### src/rtl/icache_refill_ctrl.sv
// Instruction-cache refill engine: on a miss, issues one incrementing burst
// read for the block, assembles the returned beats and writes the block into
// the cache with a single-cycle strobe (or pulses o_err if the burst failed).
module icache_refill_ctrl #(
  parameter int BLOCK_WIDTH = 512,
  parameter int BEAT_WIDTH  = 32,
  parameter int ADDR_WIDTH  = 64
) (
  input  logic                   i_clk,
  input  logic                   i_arstn,
  input  logic                   i_miss,
  input  logic [ADDR_WIDTH-1:0]  i_miss_addr,
  output logic                   o_busy,
  output logic                   o_ar_valid,
  input  logic                   i_ar_ready,
  output logic [ADDR_WIDTH-1:0]  o_ar_addr,
  output logic [7:0]             o_ar_len,
  input  logic                   i_r_valid,
  output logic                   o_r_ready,
  input  logic [BEAT_WIDTH-1:0]  i_r_data,
  input  logic                   i_r_last,
  input  logic [1:0]             i_r_resp,
  output logic                   o_write_en,
  output logic [ADDR_WIDTH-1:0]  o_write_addr,
  output logic [BLOCK_WIDTH-1:0] o_instr_block,
  output logic                   o_err
);

  localparam int BEATS = BLOCK_WIDTH / BEAT_WIDTH;
  localparam int OFFS  = $clog2(BLOCK_WIDTH / 8);
  localparam int CW    = (BEATS > 1) ? $clog2(BEATS) : 1;

  typedef enum logic [2:0] {
    S_IDLE,
    S_REQ,
    S_FILL,
    S_WRITE,
    S_ERR
  } state_t;

  state_t                 r_state;
  state_t                 w_next;
  logic [ADDR_WIDTH-1:0]  r_addr;
  logic [CW-1:0]          r_cnt;
  logic                   r_err;
  logic [BLOCK_WIDTH-1:0] r_block;
  logic                   w_beat;
  logic                   w_at_last;
  logic                   w_beat_bad;

  assign w_beat     = (r_state == S_FILL) && i_r_valid;
  assign w_at_last  = (r_cnt == CW'(BEATS - 1));
  // A beat is bad on an error response or when r_last disagrees with the count.
  assign w_beat_bad = (i_r_resp != 2'b00) || (i_r_last != w_at_last);

  assign o_busy        = (r_state != S_IDLE);
  assign o_instr_block = r_block;

  // State register.
  always_ff @(posedge i_clk or negedge i_arstn) begin
    if (!i_arstn) begin
      r_state <= S_IDLE;
    end else begin
      r_state <= w_next;
    end
  end

  // Next-state decode and per-state output drive.
  always_comb begin
    w_next       = r_state;
    o_ar_valid   = 1'b0;
    o_ar_addr    = '0;
    o_ar_len     = '0;
    o_r_ready    = 1'b0;
    o_write_en   = 1'b0;
    o_write_addr = '0;
    o_err        = 1'b0;
    unique case (r_state)
      S_IDLE: begin
        if (i_miss) w_next = S_REQ;
      end
      S_REQ: begin
        o_ar_valid = 1'b1;
        o_ar_addr  = r_addr;
        o_ar_len   = 8'(BEATS - 1);
        if (i_ar_ready) w_next = S_FILL;
      end
      S_FILL: begin
        o_r_ready = 1'b1;
        if (w_beat && w_at_last) w_next = (r_err || w_beat_bad) ? S_ERR : S_WRITE;
      end
      S_WRITE: begin
        o_write_en   = 1'b1;
        o_write_addr = r_addr;
        w_next       = S_IDLE;
      end
      S_ERR: begin
        o_err  = 1'b1;
        w_next = S_IDLE;
      end
      default: w_next = S_IDLE;
    endcase
  end

  // Miss address latch, beat counter, error flag and block assembly.
  always_ff @(posedge i_clk or negedge i_arstn) begin
    if (!i_arstn) begin
      r_addr  <= '0;
      r_cnt   <= '0;
      r_err   <= 1'b0;
      r_block <= '0;
    end else begin
      if (r_state == S_IDLE && i_miss) begin
        r_addr <= {i_miss_addr[ADDR_WIDTH-1:OFFS], {OFFS{1'b0}}};
        r_cnt  <= '0;
        r_err  <= 1'b0;
      end
      if (w_beat) begin
        for (int unsigned k = 0; k < BEATS; k++) begin
          if (r_cnt == CW'(k)) r_block[k*BEAT_WIDTH +: BEAT_WIDTH] <= i_r_data;
        end
        r_cnt <= r_cnt + CW'(1);
        if (w_beat_bad) r_err <= 1'b1;
      end
      if (r_state == S_ERR) r_err <= 1'b0;
    end
  end

endmodule
### config.mk
export PLATFORM = sky130hd
export DESIGN_NAME = icache_refill_ctrl
export DESIGN_NICKNAME = d
export VERILOG_FILES = /design/src/rtl/icache_refill_ctrl.sv
export SDC_FILE = /design/constraint.sdc
export NUM_CORES = 1
export LEC_CHECK = 0
export BUFFER_PORTS_ARGS = -buffer_cell sky130_fd_sc_hd__clkbuf_2
export CAP_MARGIN = 10
export CORE_AREA = 8 8 292 294
export CTS_BUF_LIST = sky130_fd_sc_hd__clkbuf_2 sky130_fd_sc_hd__clkbuf_4 sky130_fd_sc_hd__clkbuf_8
export DETAILED_ROUTE_END_ITERATION = 16
export DIE_AREA = 0 0 300 302
export GPL_TIMING_DRIVEN = 0
export PLACE_DENSITY_LB_ADDON = 0.12
export SYNTH_ARGS = -nofsm -noshare
export SYNTH_HDL_FRONTEND = slang
export SYNTH_SLANG_ARGS = --single-unit
### constraint.sdc
create_clock -name i_clk -period 2.3 [get_ports i_clk]
set_clock_uncertainty 0.05 [all_clocks]
set_input_delay 0 -clock i_clk [delete_from_list [all_inputs] [get_ports i_clk]]
set_output_delay 0 -clock i_clk [all_outputs]
set_load 0.005 [all_outputs]
==> out/qor.txt <==
Status - completed
DR vias - 16,461
Via-per-instance ratio - 4.373
Unique masters post-synth - 42
WL final - 86,120 microns
Worst-Skew Late Latency - 0.65 ns
Post-synthesis register bit count - 578
Critical path type - register to register
Most frequent cells in the layout - clkbuf_2 (740), dfrtp_1 (578), mux2_2 (426), nand2_1 (179), dlygate4sd3_1 (157)
Clk sink count - 578
Crit path required time - 2.79 ns
Iteration-0 DRC Markers - 485
RSZ-0062 raised after global routing - true
Htree depth - 3
Top fanout value on the critical path - 10
Hold Fails Final Rpt - 0
Remaining Overflow, GRT - 0
Initial antenna violation count - 3
Ys Warns - 0
Crit share post-route - 94.26%
Placed Cells - 3,403
Setup crit end kind - register
Largest net degree at the start of global routing - 112
CORE AREA - 0.08093 sq mm
HPWL Detailed - 64,790 microns
Highest clock rate - 461.3 MHz
Clk buf depth - 3
Total power - 30.57 mW
Busiest metal layer after global routing - met2
TritonRoute pass-1 iters - 4
Post-Synthesis Cells - 1,579
Grt met3 use - 6.166%
Num ports - 757
Avg Cell Area, Syn - 14.66 sq um
Mapped Area - 0.02315 sq mm
Max-Cap Viols - 0
HP Class - input port to register
Commonest non-fill, non-tap cell in the layout - clkbuf_2
Cell Rows - 105
GRT Overall Usage - 18.47%
Met1 usage - 21.11%
First-pass GRT wire length - 125,400 microns
Min Clock Period, post-route - 2.168 ns
Setup total negative slack - 0 ns
Clk root buf - clkbuf_8
CTS Buf Count - 105
Top_reg_cell synth - dfrtp_1
# setup viols final - 0
DR WL/cell - 22.88 microns
Final Wtd Congestion - 0.8331
Starting Density - 28.61%
Asr flop ratio synth - 100.0%
Final Max Slew Viols - 0
GR Util met2 - 32.14%
Worst path arrival time - 2.66 ns
Final std cells w/o fill - 3,764
Antenna-violating nets left - 0
Chip Width - 300 microns
Actual slew at the worst max-slew pin - 0.6788 ns
Critical Path Source Type - register
Max_slew headroom - 54.75%
Proportion of layout cells with a drive suffix above 1 - 57.18%
VDD IR max - 453.6 uV
Post-route DRC - 0
Sequential fraction of the synthesis area - 62.48%
Util after Layout - 40.13%
Y dimension of the die - 302 microns
Nets - 2,714
CTS tree - yes
EDFF count, synth - 0
Pwr/cell area - 941.4 mW/mm^2
Die ar. - 0.09060 sq mm
Leakage - 17.90 nW
Vias in the first global route - 17,836
Worst reg2reg setup slack - 0.13 ns
Port bufs - 734
Clk slew on worst S/H paths - 0.06 ns
Layout Area Growth over Synthesis - 40.28%
where the power goes:
group          switching (mW)  internal (mW)
registers                1.14           12.0
clock network            4.44           6.14
logic                    3.50           3.40
kinds of logic (layout without fill, tap and decap cells):
logic type	count (synthesis)	after routing	share of synthesized area, %
other cells	1	22	0.01620
simple gates	333	333	7.610
compound gates	10	10	0.3027
flops	578	578	62.48
fa+ha+maj	4	4	0.2162
buf+inv	138	1232	3.362
mux	515	515	26.01
final timing paths:
path,cells past startpoint,to,from
worst max-delay path,5,o_instr_block[491],r_cnt[0]
worst min-delay path,4,r_addr[46],i_miss_addr[46]
worst max register to register,5,o_instr_block[491],r_cnt[0]
worst min register to register,2,r_addr[39],r_addr[39]
max in group asynchronous,5,r_addr[51],i_arstn
min in group asynchronous,3,o_instr_block[87],i_arstn
area by class of cell:
cell class,instances,area (sq um)
diodes,6,15.01
plain buffers,133,825.8
clock buffers,171,2147
clock inverters,18,200.2
fillers,7968,48450
inverters,2,7.507
multi-input cells,878,7990
flip-flops and latches,578,14460
well taps,1070,1339
repair buffers,908,5485
per-stage QoR:
step,worst slack (ns),area (sq um),hold slack [ns]
floorplan,0.4711,23210,-0.3456
global route,0.0002152,32460,0.07466
detailed placement,-0.3341,28360,-0.01148
CTS,0.002535,32410,0.04484
global placement,-12.55,28220,0.1432
finish,0.1320,32470,0.1279
cells in the mapped netlist (all sizes together) (2+ instances only):
cell	n	area, sq um
dfrtp	578	14460
mux2	513	6002
nand2	182	688.2
and2	118	738.2
buf	81	559.3
clkbuf	55	211.5
nand3	6	105.1
nor3b	5	37.54
and3	4	25.02
ha	4	50.05
nand4	4	55.05
a211oi	2	15.01
inv	2	7.510
mux2i	2	20.02
nor2	2	7.510
nor3	2	10.01
o21ai	2	10.01
state kept, by name (all words and copies together) (netlist names):
signal / count
o_instr_block: 512
r_addr: 58
r_cnt: 4
r_err: 1
r_state: 3
layer usage:
layer / vias up / wire, microns / share of wire, %
li1: 7396 / - / -
met1: 8378 / 33110 / 38
met2: 542 / 43190 / 50
met3: 145 / 6808 / 7.9
met4: 0 / 3015 / 3.5
met5: - / 0 / 0
worst max-delay path, stage by stage, from the launching register on:
cell and delay (ns):
dfrtp_1 0.41, ha_1 0.35, and3_1 0.30, nand2_2 0.21, buf_2 0.36, mux2_2 0.37
repair_timing:
action | 4_1_cts | 5_1_grt
setup buffers | 8 | 4
hold buffers | 157 | 0
gates resized for setup | 26 | 13
pin swaps | 1 | 1
setup endpoints to repair | 184 | 90
hold endpoints to repair | 637 | 0
Note: power is estimated with default switching activity, not from simulation.
